==> src/rtl/chip8_audio_pkg.sv <==
// chip8_audio_pkg: gate-state encodings, reset constants and the XO-CHIP pitch increment helper.
package chip8_audio_pkg;
  typedef enum logic [1:0] {IDLE, ARMED, HELD} gate_t;
  localparam logic [7:0] PITCH_DEFAULT = 8'd64;
  localparam logic [127:0] PATTERN_RESET = {8{8'hFF, 8'h00}};
  // BASE_INC[k] entry, rounded to nearest; evaluated only at elaboration
  function automatic longint base_inc(int k, int clk_hz, int acc_w);
    return longint'(4000.0 * 2.0 ** ((k - 64) / 48.0) * 2.0 ** acc_w / clk_hz);
  endfunction
endpackage

==> src/rtl/chip8_pattern_player.sv <==
// chip8_pattern_player: XO-CHIP 16x8 pattern RAM, pitch register and phase accumulator driving the sample bit.
module chip8_pattern_player
  import chip8_audio_pkg::*;
#(
  parameter int CLK_HZ = 4857480,
  parameter int ACC_W  = 32
) (
  input  logic       clk,
  input  logic       reset,
  input  logic       start,
  input  logic       gate,
  input  logic       pat_we,
  input  logic [3:0] pat_addr,
  input  logic [7:0] pat_din,
  input  logic       pitch_we,
  input  logic [7:0] pitch_din,
  output logic       wave
);
  localparam int IW = ACC_W + 6;
  logic [7:0] pat [16];
  logic [7:0] pitch;
  logic [ACC_W-1:0] phase;
  logic [6:0] bit_idx;
  logic [IW-1:0] tbl [48];
  logic [IW-1:0] inc, sum;
  logic [5:0] k_idx;
  logic [2:0] oct;
  logic carry;
  for (genvar k = 0; k < 48; k++) begin : g_tbl
    localparam logic [IW-1:0] V = IW'(base_inc(k, CLK_HZ, ACC_W));
    assign tbl[k] = V;
  end
  assign k_idx = 6'(pitch % 8'd48);
  assign oct = 3'(pitch / 8'd48);
  assign inc = tbl[k_idx] << oct;
  assign sum = IW'(phase) + inc;
  assign carry = |sum[IW-1:ACC_W];
  assign wave = pat[bit_idx[6:3]][~bit_idx[2:0]];
  always_ff @(posedge clk)
    if (reset) begin
      for (int i = 0; i < 16; i++) pat[i] <= PATTERN_RESET[127-8*i -: 8];
      pitch <= PITCH_DEFAULT;
      phase <= '0;
      bit_idx <= '0;
    end else begin
      if (pat_we) pat[pat_addr] <= pat_din;
      if (pitch_we) pitch <= pitch_din;
      if (start) begin
        phase <= '0;
        bit_idx <= '0;
      end else if (gate) begin
        phase <= sum[ACC_W-1:0];
        bit_idx <= bit_idx + 7'(carry);
      end
    end
endmodule

==> src/rtl/chip8_beeper.sv <==
// chip8_beeper: gated speaker driver with one-frame minimum note; XO_AUDIO_EN selects the pattern player over the square tone.
module chip8_beeper
  import chip8_audio_pkg::*;
#(
  parameter int CLK_HZ  = 4857480,
  parameter int TONE_HZ = 440,
  parameter int ACC_W   = 32
) (
  input  logic       clk,
  input  logic       reset,
  input  logic       vsync,
  input  logic       beep,
  input  logic       pat_we,
  input  logic [3:0] pat_addr,
  input  logic [7:0] pat_din,
  input  logic       pitch_we,
  input  logic [7:0] pitch_din,
  output logic       spkr
);
  gate_t state;
  logic beep_q, vsync_q, start, tick, gate, wave;
  assign start = beep & ~beep_q;
  assign tick = vsync & ~vsync_q;
  assign gate = state != IDLE;
  // start outranks a coincident tick, so a fresh note always waits for a full frame
  always_ff @(posedge clk)
    if (reset) begin
      state <= IDLE;
      beep_q <= 1'b0;
      vsync_q <= 1'b0;
      spkr <= 1'b0;
    end else begin
      beep_q <= beep;
      vsync_q <= vsync;
      spkr <= gate & wave;
      state <= start ? ARMED : (state == ARMED && tick) ? HELD : (state == HELD && !beep) ? IDLE : state;
    end
`ifdef XO_AUDIO_EN
  chip8_pattern_player #(.CLK_HZ(CLK_HZ), .ACC_W(ACC_W)) u_player (
    .clk(clk), .reset(reset), .start(start), .gate(gate),
    .pat_we(pat_we), .pat_addr(pat_addr), .pat_din(pat_din),
    .pitch_we(pitch_we), .pitch_din(pitch_din), .wave(wave)
  );
  logic unused_ok;
  assign unused_ok = TONE_HZ[0];
`else
  localparam int HALF = CLK_HZ / (2 * TONE_HZ) > 1 ? CLK_HZ / (2 * TONE_HZ) : 1;
  localparam int DW = HALF > 1 ? $clog2(HALF) : 1;
  logic [DW-1:0] divider;
  logic sq;
  always_ff @(posedge clk)
    if (reset) begin
      divider <= '0;
      sq <= 1'b1;
    end else if (start) begin
      divider <= '0;
      sq <= 1'b1;
    end else if (gate) begin
      divider <= divider == DW'(HALF - 1) ? '0 : divider + 1'b1;
      sq <= divider == DW'(HALF - 1) ? ~sq : sq;
    end
  assign wave = sq;
  logic unused_ok;
  assign unused_ok = ^{pat_we, pat_addr, pat_din, pitch_we, pitch_din, ACC_W[0]};
`endif
endmodule

==> config.mk <==
export PLATFORM = sky130hd
export DESIGN_NAME = chip8_beeper
export DESIGN_NICKNAME = d
export VERILOG_FILES = /design/src/rtl/chip8_audio_pkg.sv /design/src/rtl/chip8_pattern_player.sv /design/src/rtl/chip8_beeper.sv
export SDC_FILE = /design/constraint.sdc
export NUM_CORES = 1
export LEC_CHECK = 0
export BUFFER_PORTS_ARGS = -buffer_cell sky130_fd_sc_hd__buf_2
export CAP_MARGIN = 20
export CORE_MARGIN = 5
export CORE_UTILIZATION = 44
export CTS_BUF_LIST = sky130_fd_sc_hd__clkbuf_16
export DETAILED_ROUTE_END_ITERATION = 8
export PLACE_DENSITY = 0.82
export RECOVER_POWER = 100
export SETUP_SLACK_MARGIN = 0.2
export SLEW_MARGIN = 20
export SYNTH_ARGS = -nofsm -noshare
export SYNTH_HDL_FRONTEND = slang
export SYNTH_SLANG_ARGS = --single-unit
==> constraint.sdc <==
create_clock -name clk -period 1.6 [get_ports clk]
set_clock_uncertainty 0.2 [all_clocks]
set_input_delay 0 -clock clk [delete_from_list [all_inputs] [get_ports clk]]
set_output_delay 0 -clock clk [all_outputs]
set_load 0.005 [all_outputs]
* Word-level counts from Yosys, hierarchy flattened
Index checks and enable logic that the tools add are counted.
Storage, ports and cells: logic and storage cells 29, input port bits 26, register bits after elaboration 19
Cells by class: multiplexer cells 4, bitwise logic cells 6, equal/unequal tests 3, reductions and logical operators 8, add/sub/neg operators 1
Operators by type and width (number):
- $add 13x1->13 const B | 1
- $eq 13x13->1 const B | 1
- $mux 13 | 1
- $mux 2 | 2
- $reduce_bool 2->1 | 2
- $and 1x1->1 | 3
- $not 1->1 | 3
- $reduce_bool 3->1 | 1
- $eq 2x1->1 const B | 1
- $eq 2x2->1 const B | 1
- $logic_and 1x1->1 | 2
- $reduce_and 2->1 | 1
- $reduce_or 2->1 | 1
- $logic_not 1->1 | 1
- $mux 1 | 1

* Depth between registers and ports, before layout
depth after elaboration 5, mapped depth 7, depth with buffers taken out 6

* Least setup slack after synthesis
OpenSTA, ideal clock, no wires.
path kind register to register, start reg divider[0], end reg divider[2], data required time 1336 ps, path slack 88 ps, arrival 1248 ps, stages on the path, launching flop included 8, path buffers 1, path through dfxtp_1 inv_1 ha_1 and3b_1 nand4_1 nand2_1 buf_6 nor2_1
Between the ends: longest elaborated chain between the ends 2, elaborated cells on any way between the ends 3, those cells by class add/sub: 1; eq/ne: 1; mux: 1
RTL lines:
- start, declared | RTL line chip8_beeper.sv:49 | logic [DW-1:0] divider;
- start signal, assigned | RTL line chip8_beeper.sv:59 | divider <= divider == DW'(HALF - 1) ? '0 : divider + 1'b1;
- $add 13x1->13 or $eq 13x13->1 (tied branches) | RTL line chip8_beeper.sv:59
- $mux 13 * | RTL line chip8_beeper.sv:59
Mark *: on every way between the ends. The rest lies on a longest branch, timed or not. A chain may end at the register's enable or synchronous reset.

* Final worst setup path
start reg divider[11], end reg divider[0]
Between the ends: longest elaborated chain between the ends 2
RTL lines (RTL line):
- $eq 13x13->1 | chip8_beeper.sv:59
- $mux 13 | chip8_beeper.sv:59
No other way between the ends.

==> metrics.md <==
| Metric | Value |
|---|---|
| Area contributors post-synth | `dfxtp_1 44%, xnor2_1 8.2%, nor2_1 6.1%` |
| Slowest stage delay, CP | `0.37 ns` |
| Final hold vios | `0` |
| First-pass GRT wire length | `3.15 mm` |
| Switch share | `20.0%` |
| Register area share after synthesis | `44.3%` |
| Psw | `211 µW` |
| RSZ-0062 raised after global routing | `yes` |
| Via count | `718` |
| Cell chain of the critical path | `nor4bb_2 > nand4_1 > buf_6 > buf_12 > nand2_8 > nor2_1` |
| Clock Tree Buf Depth | `2` |
| Die Ht | `54.2 µm` |
| N_diodes | `0` |
| Clock buffer count from CTS | `3` |
| Hold slack | `0.00637 ns` |
| Synth warn | `0` |
| Non-Filler Instances | `141` |
| Reg2reg setup slack | `-0.01 ns` |
| Mean Syn Cell Area | `9.33 µm²` |
| Full die area | `2930 µm²` |
| Worst hold path type | `primary input to flop` |
| Slowest-stage cell, CP | `nor4bb_2` |
| Port Buf Inserts | `4` |
| Relative slew slack | `73.9%` |
| Failing checks | `negative setup slack` |
| Drt first-iter violations | `7` |
| Routability cong. | `0.778` |
| Synthesized area | `858 µm²` |
| Minimum clock period after layout | `1.61 ns` |
| Worst-Margin Slew | `0.391 ns` |
| Crit-path max FO | `7` |
| Initial antenna violation count | `0` |
| H-tree levels | `1` |
| Slew Limit Fails | `0` |
| Total Routed Length | `2.09 mm` |
| Drt via density | `5.09` |
| Share of cells above drive strength 1 | `39.5%` |
| Post-route setup slack | `-0.0148 ns` |
| Pre-CTS setup slack | `0.0223 ns` |
| Clock slew at reported path FFs | `0.05 ns` |
| Post-Synthesis Cells | `92` |
| Netlist cell types | `23` |
| DP Cell Count | `123` |
| Post-synth top area cell | `dfxtp_1` |
| Fmax | `0.619 GHz` |
| Number of synthesized register bits | `19` |
| Drt wl/cell | `14.8 µm` |
| Number of global-route vias before repair | `706` |
| Worst setup SP type | `flop` |
| Clk_lat worst skew | `0.25 ns` |
| CTS sink cnt | `19` |
| Worst endpoint data arrival time | `1.55 ns` |
| HPWL Detailed | `1.05 mm` |
| Leakage | `0.000454 µW` |
| Power Dens Cells | `846 nW/µm²` |
| Initial Utilization | `45.1%` |
| DRC Markers | `0` |
| # Max-Cap Violations | `0` |
| Combinational Power Share | `6.3%` |
| GRT Overall Usage | `14.9%` |
| Io pins | `27` |
| TritonCTS clock tree | `built` |
| CP Class | `flop to flop` |
| Pin count of the biggest net entering global routing | `11` |
| Detail Route Antenna Nets | `0` |
| Yosys top cell area share | `44.3%` |
| GRT Residual Overflow | `0` |
| Flop pwr share | `46.3%` |
| CORE AREA | `1900 µm²` |
| Cell family with most CP delay | `simple AND/OR/NAND/NOR gates` |
| Crit end category | `flop` |
| Area Growth Syn to Fin | `45.2%` |
| Syn_nets | `120` |
| Pre-antenna DRT Iters | `2` |
| # nets final | `143` |
| Root buf cell | `clkbuf_16` |
| Setup violations, final | `8` |
| Internal power | `843 µW` |
| Power, Total | `1050 µW` |
| Peak VDD IR | `0.000958 V` |
| Row count | `16` |
| Critical Path RT | `1.54 ns` |
| Status | `complete, but fails checks` |
| Final period utilization | `101%` |
| Die Wd | `54.2 µm` |
| Post-layout util | `65.5%` |
| Buf+Inv Stages, Crit Path | `2` |
| Clock power share | `47.4%` |
[sequential cells by signal (all words and copies together), names as in the netlist]
name,count
beep_q,1
divider,13
spkr,1
sq,1
state,2
vsync_q,1
[tightest hold or removal path, delay by kind of cell]
| family | cells | cell delay (ns) |
|---|---|---|
| and+or+nand+nor | 2 | 0.20 |
| AOI/OAI and AO/OA | 1 | 0.11 |
| buffers and inverters | 1 | 0.10 |
[power by group through the flow]
stage	Combinational, µW	Clock, µW	Sequential, µW
after floorplan	29.5	0	501
after global placement	37.4	0	503
after detailed placement	39.2	0	503
after CTS	54.6	505	491
after global routing	72.4	529	489
final	66.9	499	488
[cell usage after synthesis]
cell type,instances
a21oi_1,3
and3_1,1
and3b_1,1
buf_6,2
dfxtp_1,19
ha_1,2
inv_1,2
nand2_1,6
nand3_1,2
nand3b_1,1
nand4_1,5
nor2_1,14
nor2_2,3
nor2b_1,4
nor3_1,2
nor3b_1,1
nor4_1,4
nor4bb_1,2
o2111ai_4,1
o21a_1,1
o21ai_0,3
xnor2_1,8
xor2_1,5
[routing by layer]
metal / vias up / routed length (µm) / GRT usage [%]
li1: 361 / - / -
met1: 346 / 873 / 17.4
met2: 9 / 1130 / 25.5
met3: 2 / 70 / 5.82
met4: 0 / 18 / 3.32
met5: - / 0 / 0
[metrics by stage]
stage / setup TNS, ns / area [µm²]
after global placement: 0 / 931
after global routing: -0.611 / 1250
after floorplan: 0 / 885
after detailed placement: 0 / 931
final: -0.0724 / 1250
after CTS: 0 / 1090
[what timing repair did]
| action | in CTS | in global routing |
|---|---|---|
| gates resized for setup | 7 | 20 |
| hold buffers | 3 | 0 |
| pin swaps | 4 | 9 |
| gates cloned | 1 | 0 |
| hold endpoints to repair | 6 | 0 |
| setup buffers | 2 | 8 |
| endpoints found under the setup margin | 14 | 14 |
[logic make-up after synthesis]
kind of cell,Yosys count,share of synthesized area (%)
AOI/OAI and AO/OA,8,7.43
xor gates and xnor gates,13,13.3
adders and majority gates,2,2.91
buffers and inverters,4,3.50
DFF,19,44.3
and+or+nand+nor,46,28.6
[final cells by class]
type,count,area (µm²)
Multi-Input combinational cell,70,571
Inverter,2,7.51
Sequential cell,19,400
Clock inverter,1,3.75
Fill cell,142,656
Clock buffer,3,75.1
Timing Repair Buffer,19,155
Tap cell,27,33.8
[final timing paths]
path	from	end	cells past startpoint
max	divider[11]	divider[0]	6
min	beep	state[0]	4
max reg2reg	divider[11]	divider[0]	6
min reg2reg	sq	spkr	1
[placed cells by master, fill, tap and decap left out, types with 2 or more instances in the layout]
cell type / synthesis / routed
dlygate4sd3_1: 0 / 3
nand2_1: 6 / 3
inv_1: 2 / 2
nand4_1: 5 / 5
clkbuf_16: 0 / 3
dfxtp_2: 0 / 4
nor3_2: 0 / 2
nand2_2: 0 / 2
xnor2_1: 8 / 8
buf_2: 0 / 3
dfxtp_4: 0 / 4
nor4_4: 0 / 2
o21ai_0: 3 / 3
dfxtp_1: 19 / 11
buf_4: 0 / 10
xor2_1: 5 / 5
nor2_1: 14 / 12
nor2_2: 3 / 4
a21oi_1: 3 / 3
nor2b_1: 4 / 4
nand3_1: 2 / 2
Note: power is estimated with default switching activity, not from simulation.
